File: src/rtl/sar_ctrl_gen2.sv
// Successive-approximation controller for the SAR ADC macro: sample/convert sequencing,
// DAC switch words, gated comparator clock and majority-vote offset-trim calibration.
module sar_ctrl_gen2 #(
    parameter int unsigned NBITS      = 8,
    parameter int unsigned TRIM_BITS  = 5,
    parameter int unsigned CAL_ITER   = 7,
    parameter int unsigned SAMPLE_CYC = 1
) (
    input  logic                 clk,
    input  logic                 rstn,
    input  logic                 en,
    input  logic                 cal,
    input  logic                 cont,
    input  logic                 comp,
    output logic                 busy,
    output logic                 valid,
    output logic [NBITS-1:0]     result,
    output logic                 sample,
    output logic [NBITS-1:0]     ctlp,
    output logic [NBITS-1:0]     ctln,
    output logic [TRIM_BITS-1:0] trim,
    output logic [TRIM_BITS-1:0] trimb,
    output logic                 clkc,
    output logic                 cal_done
);

    localparam logic [NBITS-1:0]     MaskMsb  = {1'b1, {(NBITS-1){1'b0}}};
    localparam logic [TRIM_BITS-1:0] TrimMsb  = {1'b1, {(TRIM_BITS-1){1'b0}}};
    localparam logic [3:0]           VoteHalf = 4'((CAL_ITER + 1) / 2);
    localparam logic [3:0]           CalLast  = 4'(CAL_ITER - 1);
    localparam logic [3:0]           SampLast = 4'(SAMPLE_CYC - 1);

    typedef enum logic [2:0] {
        StInit, StIdle, StSample, StConv, StCal, StDone
    } state_e;

    state_e               state_q, state_d;
    logic [NBITS-1:0]     work_q, work_d;
    logic [NBITS-1:0]     mask_q, mask_d;
    logic [NBITS-1:0]     result_q, result_d;
    logic [TRIM_BITS-1:0] trim_val_q, trim_val_d;
    logic [TRIM_BITS-1:0] trim_mask_q, trim_mask_d;
    logic [3:0]           ones_q, ones_d;
    logic [3:0]           itt_q, itt_d;
    logic [3:0]           samp_cnt_q, samp_cnt_d;
    logic                 clk_en_q, clk_en_d;
    logic                 calib_q, calib_d;
    logic                 cal_done_q, cal_done_d;

    logic                 arm;
    logic                 samp_last;
    logic                 cal_step;
    logic [3:0]           ones_sum;
    logic [NBITS-1:0]     work_next;

    assign arm       = en && ((state_q == StIdle) || (state_q == StDone && cont));
    assign samp_last = (samp_cnt_q == SampLast);
    assign cal_step  = (itt_q == CalLast);
    assign ones_sum  = ones_q + {3'b000, comp};
    assign work_next = work_q | ({NBITS{comp}} & mask_q);

    always_ff @(posedge clk or negedge rstn) begin
        if (!rstn) begin
            state_q     <= StInit;
            work_q      <= '0;
            mask_q      <= '0;
            result_q    <= '0;
            trim_val_q  <= '0;
            trim_mask_q <= '0;
            ones_q      <= '0;
            itt_q       <= '0;
            samp_cnt_q  <= '0;
            clk_en_q    <= 1'b0;
            calib_q     <= 1'b0;
            cal_done_q  <= 1'b0;
        end else begin
            state_q     <= state_d;
            work_q      <= work_d;
            mask_q      <= mask_d;
            result_q    <= result_d;
            trim_val_q  <= trim_val_d;
            trim_mask_q <= trim_mask_d;
            ones_q      <= ones_d;
            itt_q       <= itt_d;
            samp_cnt_q  <= samp_cnt_d;
            clk_en_q    <= clk_en_d;
            calib_q     <= calib_d;
            cal_done_q  <= cal_done_d;
        end
    end

    always_comb begin
        state_d = state_q;
        unique case (state_q)
            StInit:   state_d = StIdle;
            StIdle:   if (en) state_d = StSample;
            StSample: if (samp_last) state_d = calib_q ? StCal : StConv;
            StConv:   if (mask_q[0]) state_d = StDone;
            StCal:    if (cal_step && trim_mask_q[0]) state_d = StDone;
            StDone:   state_d = arm ? StSample : StIdle;
            default:  state_d = StInit;
        endcase
    end

    always_comb begin
        work_d      = work_q;
        mask_d      = mask_q;
        result_d    = result_q;
        trim_val_d  = trim_val_q;
        trim_mask_d = trim_mask_q;
        ones_d      = ones_q;
        itt_d       = itt_q;
        samp_cnt_d  = samp_cnt_q;
        clk_en_d    = clk_en_q;
        calib_d     = calib_q;
        cal_done_d  = cal_done_q;

        // Shared by IDLE start and the continuous-mode re-arm out of DONE.
        if (arm) begin
            work_d     = '0;
            mask_d     = MaskMsb;
            clk_en_d   = 1'b1;
            calib_d    = cal;
            samp_cnt_d = '0;
        end

        unique case (state_q)
            StInit: trim_val_d = TrimMsb;
            StSample: begin
                samp_cnt_d = samp_cnt_q + 4'd1;
                if (samp_last && calib_q) begin
                    trim_val_d  = '0;
                    trim_mask_d = TrimMsb;
                    ones_d      = '0;
                    itt_d       = '0;
                end
            end
            StConv: begin
                work_d = work_next;
                mask_d = mask_q >> 1;
                if (mask_q[0]) begin
                    result_d = work_next;
                    clk_en_d = 1'b0;
                end
            end
            StCal: begin
                ones_d = ones_sum;
                itt_d  = itt_q + 4'd1;
                if (cal_step) begin
                    // Comparator mostly low means the offset needs this trim bit.
                    if (ones_sum < VoteHalf) trim_val_d = trim_val_q | trim_mask_q;
                    trim_mask_d = trim_mask_q >> 1;
                    ones_d      = '0;
                    itt_d       = '0;
                    if (trim_mask_q[0]) begin
                        clk_en_d   = 1'b0;
                        calib_d    = 1'b0;
                        cal_done_d = 1'b1;
                    end
                end
            end
            default: ;
        endcase
    end

    always_comb begin
        busy     = !(state_q inside {StIdle, StInit});
        valid    = (state_q == StDone);
        sample   = (state_q == StSample) || (state_q == StCal);
        result   = result_q;
        ctlp     = work_q | mask_q;
        ctln     = ~(work_q | mask_q);
        trim     = trim_val_q | trim_mask_q;
        trimb    = ~(trim_val_q | trim_mask_q);
        cal_done = cal_done_q;
    end

    // clk_en only moves on the rising edge, so gating with the low phase cannot glitch.
    assign clkc = ~clk & clk_en_q;

endmodule

File: config.mk
export PLATFORM = sky130hd
export DESIGN_NAME = sar_ctrl_gen2
export DESIGN_NICKNAME = d
export VERILOG_FILES = /design/src/rtl/sar_ctrl_gen2.sv
export SDC_FILE = /design/constraint.sdc
export NUM_CORES = 1
export LEC_CHECK = 0
export BUFFER_PORTS_ARGS = -buffer_cell sky130_fd_sc_hd__buf_2
export CORE_MARGIN = 2
export CORE_UTILIZATION = 40
export CTS_CLUSTER_DIAMETER = 40
export CTS_CLUSTER_SIZE = 14
export DETAILED_ROUTE_END_ITERATION = 12
export PLACE_DENSITY = 0.7
export RECOVER_POWER = 100
export SLEW_MARGIN = 20
export SYNTH_ARGS = -nofsm -noshare
export SYNTH_HDL_FRONTEND = slang
export SYNTH_SLANG_ARGS = --single-unit
File: constraint.sdc
create_clock -name clk -period 2.56 [get_ports clk]
set_input_delay 0.128 -clock clk [delete_from_list [all_inputs] [get_ports clk]]
set_output_delay 0.128 -clock clk [all_outputs]
set_load 0.05 [all_outputs]
==> impl_metrics.csv, run 1 <==
group,metric,value,unit
status,status,"completed",
route,wirelength,4970,µm
layout,syn2layout_area_growth,15.49,%
min_path,min_delay_path_depth,3,
critical_path,arrival,2.52,ns
yosys,yosysWarnings,0,
sta,hold_viol,0,
grt,grt_pass1_wl,8756,µm
grt,overflow,0,
layout,layout.nets,314,
route,firstDrtPassIters,4,
sta,grt_setup_unrepaired,"false",
run,max_cap_viol_count,0,
yosys,syn_nets,269,
layout,final_common_cell,"dfrtp_1",
place,gp_congestion,0.7761,
floorplanning,io_pins,45,
place,hpwl,3378,µm
route,wl_per_cell,13.15,µm
yosys,syn_area_per_cell,9.679,µm²
sta,final.min_clock_period,2.223,ns
layout,antenna_cells,0,
grt,grt_max_degree,53,
route,vias_per_cell,5.008,
sta,finClkSkew,0.007487,ns
grt,antenna_found_initial,0,
critical_path,cp.required,2.86,ns
clock_network,clock_latency,0.41,ns
route,drt_iter0_markers,107,
critical_path,worstRegToRegCells,4,
critical_path,slowest_delay,0.63,ns
floorplanning,die_area,6865,µm²
yosys,synth_cells,257,
critical_path,startpoint_type,"register",
yosys,synth_cell_types,40,
sta,finalCritPeriodShare,86.84,%
layout,final_cell_mix,"dfrtp_1 (52), clkbuf_1 (39), nand2_1 (32), nor2_1 (25), o21ai_0 (24)",
route,vias,1893,
grt,grt_pass1_vias,1852,
critical_path,slowest_stage,"or3b_1",
route,drtAntennaViolNets,0,
critical_path,cp.depth,4,
sta,worst_pin_slew,1.280,ns
sta,clock.fmax,449.8,MHz
yosys,syn_area,2487,µm²
min_path,min_path_type,"in -> reg",
yosys,synth_seq_area_share,52.31,%
clock_network,clk_pin_slew,0.09,ns
clock_network,cts_resized,0,
critical_path,cp_top_family,"simple AND/OR/NAND/NOR gates",
floorplanning,rows,28,
critical_path,end_kind,"register",
floorplanning,die_w,82.86,µm
floorplanning,coreArea,5956,µm²
sta,setup_violations,0,
critical_path,path_buf_inv,0,
floorplanning,die_height,82.86,µm
clock_network,tritoncts,"yes",
sta,fin_tns_setup,0,ns
critical_path,path_cells,"or3b_1 -> or2_1 -> o311ai_4 -> mux2_4",
sta,max_slew_margin,14.69,%
sta,drv_slew,0,
critical_path,critPathKind,"reg -> reg",
floorplanning,start_util,41.76,%
route,route.detailed.drc,0,
grt,grt.total_usage,15.67,%
critical_path,crit_path_max_fanout,15,
place,port_buffers,44,
layout,drive_gt1_share,11.88,%
yosys,ys_seq_elements,52,
path summary, 6_finish.rpt:
check | startpoint | endpoint | slack (ns)
max | state_q[0]$_DFFE_PN0P_ | trim_val_q[2]$_DFFE_PN0P_ | 0.34
min | cal | calib_q$_DFF_PN0_ | 0.02
max reg2reg | state_q[0]$_DFFE_PN0P_ | trim_val_q[2]$_DFFE_PN0P_ | 0.34
min reg2reg | cal_done$_DFFE_PN0P_ | cal_done$_DFFE_PN0P_ | 0.46
max in group asynchronous | rstn | trim_mask_q[4]$_DFFE_PN0P_ | 1.18
min in group asynchronous | rstn | result[7]$_DFFE_PN0P_ | 0.60
state kept, by name (all words and copies together) (netlist names), 4 cells and up:
| register | flops |
|---|---|
| samp_cnt_q | 4 |
| itt_q | 4 |
| work_q | 8 |
| trim_val_q | 5 |
| ones_q | 4 |
| mask_q | 8 |
| result | 8 |
| trim_mask_q | 5 |
tightest hold or removal path, delay by kind of cell:
| family | cells | cell delay (ns) |
|---|---|---|
| AO/OA/AOI/OAI | 1 | 0.11 |
| multiplexers | 1 | 0.06 |
| buffers and inverters | 1 | 0.08 |
cells by family after synthesis:
family | share of synthesized area [%]
AND/OR/NAND/NOR | 17.10
AO/OA/AOI/OAI | 17.05
multiplexers | 4.125
flip-flops | 52.31
buffers and inverters | 5.684
adder cells (fa/ha/maj) | 3.018
XOR/XNOR | 0.7044
metrics by stage:
step | hold slack, ns | instances | util (%) | cell area, µm² | worst slack, ns
2_1_floorplan | -0.1676 | 257 | - | 2487 | 0.4629
3_3_place_gp | 0.2884 | 366 | 46.24 | 2754 | 0.5386
3_5_place_dp | 0.2803 | 366 | 46.24 | 2754 | 0.4951
4_1_cts | 0.01303 | 378 | 49.14 | 2927 | 0.4818
5_1_grt | 0.07438 | 378 | 48.24 | 2873 | 0.1917
6_report | 0.01616 | 378 | 48.24 | 2873 | 0.3370
cells in the mapped netlist (all sizes together):
master,instances,area (µm²)
mux2,6,82.58
o311ai,1,26.28
a311o,1,10.01
and3,1,6.260
a22o,7,61.31
o31ai,2,15.01
clkbuf,8,30.03
and2,1,6.260
nand3,5,25.02
a21o,4,30.03
dfrtp,52,1301
o22ai,2,12.51
buf,4,32.53
ha,6,75.07
nor3b,3,22.52
nand3b,1,7.510
nand2,32,120.1
a31o,1,8.760
and3b,2,17.52
inv,21,78.83
nor2b,2,12.51
a21oi,23,115.1
a221oi,1,8.760
or2,10,62.56
xor2,1,8.760
nor3,1,5.000
mux2i,2,20.02
o32ai,1,8.760
o21a,1,7.510
nand4bb,1,11.26
nor4b,1,8.760
o21ai,24,120.1
nand2b,1,6.260
nor2,25,93.84
or3b,2,20.02
xnor2,1,8.760
final cells by class:
type / instances / area [µm²]
clock buffer: 10 / 127.6
clock inverter: 2 / 38.79
tap: 75 / 93.84
inverter: 21 / 78.83
fill: 606 / 3083
multi-input combinational: 172 / 1042
timing repair buffer: 46 / 190.2
sequential: 52 / 1301
repair_timing:
action | in CTS | in global routing
endpoints found under the hold margin | 52 | 0
hold buffers | 1 | 0
buffers inserted | 0 | 0
metal layers:
layer	vias up	global-route usage, %	routed length, µm
met5	-	0	0
met4	0	6.259	69
met3	7	4.175	275
met2	55	24.05	2156
met1	870	21.17	2469
li1	961	-	-
Power of run 1 is left out: the tool's default activity adds up to more than one toggle a clock period on the data nets, which glitch-free logic cannot reach.
==> run 2, diff against run 1 <==
- PLACE_DENSITY: 0.7 -> default
- PLACE_DENSITY_LB_ADDON: default -> 0.12
- clock period: 2.56 -> 2.8 ns (I/O delays scaled with it)
==> run 2 against run 1 <==
Wire length is 4.1% higher. Register-to-register slack better by 0.14 ns. Non-clock buffer count is 1 higher. Hold slack better by 0.0016 ns. Final area is 0.22% lower. Count of clock-buffer cells in the layout is 1 higher. Sequential share of layout area is 0.099 points higher. Largest cell class unchanged. Highest routed layer unchanged.
==> impl_metrics.csv, run 2 (synthesis results as in run 1) <==
group,metric,value,unit
status,status,"completed",
clock_network,tritoncts,"yes",
layout,layout.nets,315,
sta,setup_violations,0,
layout,final_cell_mix,"dfrtp_1 (52), clkbuf_1 (42), nand2_1 (32), nor2_1 (25), o21ai_0 (24)",
route,route.detailed.drc,0,
floorplanning,die_w,82.86,µm
route,drt_iter0_markers,80,
layout,utilization,48.13,%
sta,fin_tns_setup,0,ns
clock_network,clock_latency,0.41,ns
route,wl_per_cell,13.65,µm
critical_path,path_common_cell,"clkbuf_8",
floorplanning,start_util,41.76,%
layout,syn2layout_area_growth,15.24,%
floorplanning,io_pins,45,
grt,grt_max_degree,28,
layout,final_common_cell,"dfrtp_1",
floorplanning,rows,28,
critical_path,end_kind,"output port",
clock_network,cts_resized,0,
clock_network,clk_pin_slew,0.09,ns
grt,antenna_found_initial,0,
floorplanning,die_area,6865,µm²
grt,grt_pass1_vias,1796,
sta,drv_slew,0,
route,vias_per_cell,4.992,
grt,grt.total_usage,16.39,%
route,drtAntennaViolNets,0,
sta,final.min_clock_period,2.324,ns
place,hpwl,3628,µm
floorplanning,coreArea,5956,µm²
route,vias,1892,
floorplanning,die_height,82.86,µm
sta,clock.fmax,431.3,MHz
sta,hold_viol,0,
critical_path,critPathKind,"clk -> out",
sta,max_slew_margin,3.068,%
place,gp_congestion,0.8610,
sta,fin_ws,0.4763,ns
route,firstDrtPassIters,4,
place,dp_worst_setup_slack,0.7308,ns
critical_path,rrSetupSlack,0.48,ns
critical_path,cp.required,2.66,ns
critical_path,slowest_delay,0.47,ns
sta,finalCritPeriodShare,82.99,%
critical_path,r2r_end,"trim_val_q[1]$_DFFE_PN0P_",
clock_network,cts_hold_buf,1,
critical_path,worstRegToRegCells,4,
layout,drive_gt1_share,11.18,%
critical_path,startpoint_type,"clock port",
place,dpl_cell_area,2761,µm²
place,port_buffers,44,
critical_path,cp-startpoint,"clk",
critical_path,path_cells,"clkbuf_8 -> clkbuf_8 -> nor2b_1 -> clkbuf_1",
min_path,min_path_type,"in -> reg",
route,wirelength,5173,µm
run,max_cap_viol_count,0,
critical_path,slowest_stage,"clkbuf_1",
grt,grt_pass1_wl,8970,µm
critical_path,crit-reg2reg-launch,"state_q[0]$_DFFE_PN0P_",
layout,antenna_cells,0,
grt,overflow,0,
critical_path,arrival,2.18,ns
sta,worst_pin_slew,1.454,ns
critical_path,endpoint,"clkc",
critical_path,crit_path_max_fanout,2,
layout,stdcell_area,2867,µm²
clock_network,post_cts_buffers,0,
sta,grt_setup_unrepaired,"false",
sta,finClkSkew,0.006272,ns
run 2: cell count changes in the layout (fill, tap and decap cells not counted), sizes merged:
cell    before  now
buf          6    4
clkinv       1    0
clkbuf      49   53
run 2: layer usage:
metal  track usage (%)  wire, µm  vias up
li1                  -         -      957
met1             22.72      2547      877
met2             23.17      2213       47
met3             4.771       282       11
met4             8.644       129        0
met5                 0         0        -
run 2: layout make-up:
cell class                 instances  area [µm²]
timing repair buffer              47       188.9
clock inverter                     1       30.03
sequential                        52        1301
inverter                          21       78.83
tap                               75       93.84
clock buffer                      11       141.4
fill                             608        3089
multi-input combinational        172        1032
run 2: critical path, delay by kind of cell:
family / cells / cell delay [ns]
and+or+nand+nor: 1 / 0.09
buffers and inverters: 3 / 0.69
run 2: worst min path at each step:
stage | from | end | cells past startpoint
after floorplan | rstn | cal_done$_DFFE_PN0P_ | 0
after global placement | rstn | result[0]$_DFFE_PN0P_ | 1
after detailed placement | rstn | result[0]$_DFFE_PN0P_ | 1
after CTS | cal | calib_q$_DFF_PN0_ | 3
after global routing | cal | calib_q$_DFF_PN0_ | 3
final | cal | calib_q$_DFF_PN0_ | 3
run 2: metrics by stage:
| stage | std cells | hold WS, ns |
|---|---|---|
| 6_report | 379 | 0.01777 |
| 3_3_place_gp | 367 | 0.1876 |
| 4_1_cts | 379 | 0.02308 |
| 2_1_floorplan | 257 | -0.1556 |
| 5_1_grt | 379 | 0.08317 |
| 3_5_place_dp | 367 | 0.1874 |
Power of run 2 is left out for the same reason.
==> run 3, diff against run 2 <==
- ABC_AREA: default -> 1
- clock period: 2.8 -> 2.25 ns (I/O delays scaled with it)
==> run 3 against run 2 <==
Area after synthesis increased by 1.4%. Final cell count increased by 13%. Critical path depth unchanged. Core utilization increased by 0.14 points. Register-to-register slack got worse by 0.16 ns. Highest routed layer unchanged.
==> impl_metrics.csv, run 3 <==
group,metric,value,unit
critical_path,endpoint,"clkc",
layout,final_cell_mix,"nand2_1 (73), inv_1 (52), dfrtp_1 (52), clkbuf_1 (40), o21ai_0 (31)",
route,route.detailed.drc,0,
route,wl_per_cell,13.17,µm
layout,final_common_cell,"nand2_1",
place,gp_congestion,0.7883,
critical_path,arrival,1.91,ns
layout,seqCellArea,1301,µm²
clock_network,clk_pin_slew,0.10,ns
grt,grt-busiest-layer,"met2",
sta,worst_pin_slew,1.494,ns
yosys,yosys-top-cells-count,"nand2_1 (69), dfrtp_1 (52), inv_1 (50), o21ai_0 (26), nor2_1 (24)",
sta,setup_violations,0,
critical_path,critPathKind,"clk -> out",
critical_path,r2r_end,"result[2]$_DFFE_PN0P_",
sta,hold_ws,0.02456,ns
sta,fin_ws,0.2315,ns
layout,drive_gt1_share,6.215,%
yosys,synth_ff_type,"dfrtp_1",
yosys,syn_area_per_cell,8.436,µm²
place,port_buffers,44,
route,firstDrtPassIters,4,
floorplanning,start_util,42.11,%
run,max_cap_viol_count,0,
grt,overflow,0,
layout,n_fill_cell,647,
grt,grt_pass1_wl,9763,µm
floorplanning,die_area,6957,µm²
route,vias,2078,
yosys,synth_cells,299,
layout,multi_input_area,948.4,µm²
route,vias_per_cell,4.844,
place,dp_worst_setup_slack,0.5581,ns
clock_network,clock_latency,0.42,ns
sta,max_slew_margin,0.4202,%
sta,drv_slew,0,
critical_path,crit-reg2reg-launch,"state_q[2]$_DFFE_PN0P_",
layout,stdcell_area,2892,µm²
critical_path,crit_path_max_fanout,2,
power,p_leak,1.542,nW
status,status,"completed",
clock_network,tritoncts,"yes",
grt,grt_max_degree,28,
route,wirelength,5650,µm
place,dpl_cell_area,2844,µm²
yosys,yosysMostFrequentCell,"nand2_1",
yosys,synthTopCellsByArea,"dfrtp_1 (52%), nand2_1 (10%), inv_1 (7.4%), o21ai_0 (5.2%), nand3_1 (4.6%)",
layout,layout.nets,365,
yosys,synth_enable_flop_cells,0,
critical_path,worstRegToRegCells,4,
critical_path,cp.required,2.14,ns
grt,antenna_found_initial,0,
route,drt_iter0_markers,78,
sta,fin_tns_setup,0,ns
yosys,syn_area,2522,µm²
yosys,synthArstFlopShare,100.0,%
grt,grt_util_met2,26.76,%
floorplanning,coreArea,5991,µm²
grt,grt_use_met1,23.46,%
sta,finClkSkew,0.009514,ns
sta,grt_setup_unrepaired,"false",
yosys,yosysTopAreaCell,"dfrtp_1",
layout,syn2layout_area_growth,14.63,%
yosys,synth_seq_area_share,51.59,%
floorplanning,die_w,83.41,µm
yosys,synth_cell_types,23,
critical_path,rrSetupSlack,0.32,ns
yosys,yosysWarnings,0,
route,drtAntennaViolNets,0,
critical_path,startpoint_type,"clock port",
critical_path,cp-startpoint,"clk",
place,hpwl,4026,µm
floorplanning,io_pins,45,
grt,grt_pass1_vias,1989,
grt,grt.met3_usage,6.064,%
layout,antenna_cells,0,
yosys,ys_seq_elements,52,
yosys,yosysTopAreaCellShare,51.59,%
sta,hold_viol,0,
floorplanning,rows,28,
power,irDropWorstVdd,1.038,mV
critical_path,end_kind,"output port",
yosys,syn_nets,311,
power,p_per_area,1620,nW/µm²
floorplanning,die_height,83.41,µm
min_path,min_path_type,"in -> reg",
grt,grt.total_usage,17.69,%
## run 3: cell count changes after synthesis, moves of 8 or more
cell      delta
nand2_1     +37
inv_1       +29
nand3_1     +18
a21oi_1     -17
or2_2        -9
clkbuf_1     -8
mux2_1       +8
## run 3: area by class of cell
class / instances / share of cell area (%)
flip-flops and latches: 52 / 45.00
multi-input cells: 189 / 32.80
repair buffers: 47 / 7.226
inverters: 54 / 7.010
clock buffers: 9 / 3.938
well taps: 75 / 3.245
clock inverters: 3 / 0.7789
## run 3: worst min-delay path by stage
stage,from,end,slack (ns),depth (start not counted)
final,cal,calib_q$_DFF_PN0_,0.02,3
after CTS,cal,calib_q$_DFF_PN0_,0.03,3
after floorplan,rstn,cal_done$_DFFE_PN0P_,-0.18,0
after global routing,cal,calib_q$_DFF_PN0_,0.04,3
after global placement,rstn,clk_en_q$_DFF_PN0_,0.16,1
after detailed placement,rstn,clk_en_q$_DFF_PN0_,0.16,1
## run 3: logic make-up (layout without fill, tap and decap cells)
kind of cell    Yosys count  count (layout)  synth area share [%]
simple gates            126             126                 21.97
mux                       8               8                 3.572
buf+inv                  58             113                 9.127
xor+xnor                  2               2                0.6946
compound gates           47              47                 10.07
flops                    52              52                 51.59
fa+ha+maj                 6               6                 2.976
## run 3: worst max-delay path, cell delays in order
cell      delay, ns
clkbuf_8       0.11
clkbuf_8       0.12
nor2_1         0.09
clkbuf_1       0.47
## run 3: where the power goes
part / switching [mW] / internal, mW
clock: 0.404 / 0.344
sequential: 0.215 / 1.24
combinational: 1.96 / 0.519
total: 2.58 / 2.10
## run 3: per-layer routing
layer | vias to the layer above | part of all wire [%]
met5 | - | 0
met4 | 0 | 1.8
met3 | 10 | 5.3
met2 | 51 | 44
met1 | 961 | 49
li1 | 1056 | -
## run 3: repair_timing
| action | 4_1_cts | 5_1_grt |
|---|---|---|
| hold buffers | 1 | 0 |
| endpoints found under the hold margin | 25 | 0 |
| resized for setup | 0 | 0 |
| endpoints found under the setup margin | 0 | 0 |
| buffers inserted | 0 | 0 |
## run 3: stage by stage
| step | util [%] | cells | power, mW |
|---|---|---|---|
| after global placement | 47.47 | 417 | 4.144 |
| after floorplan | - | 299 | 3.556 |
| final | 48.27 | 429 | 4.685 |
| after detailed placement | 47.47 | 417 | 4.160 |
| after CTS | 49.85 | 429 | 4.858 |
| after global routing | 48.27 | 429 | 5.049 |
Power figures use the tool's default switching activity.
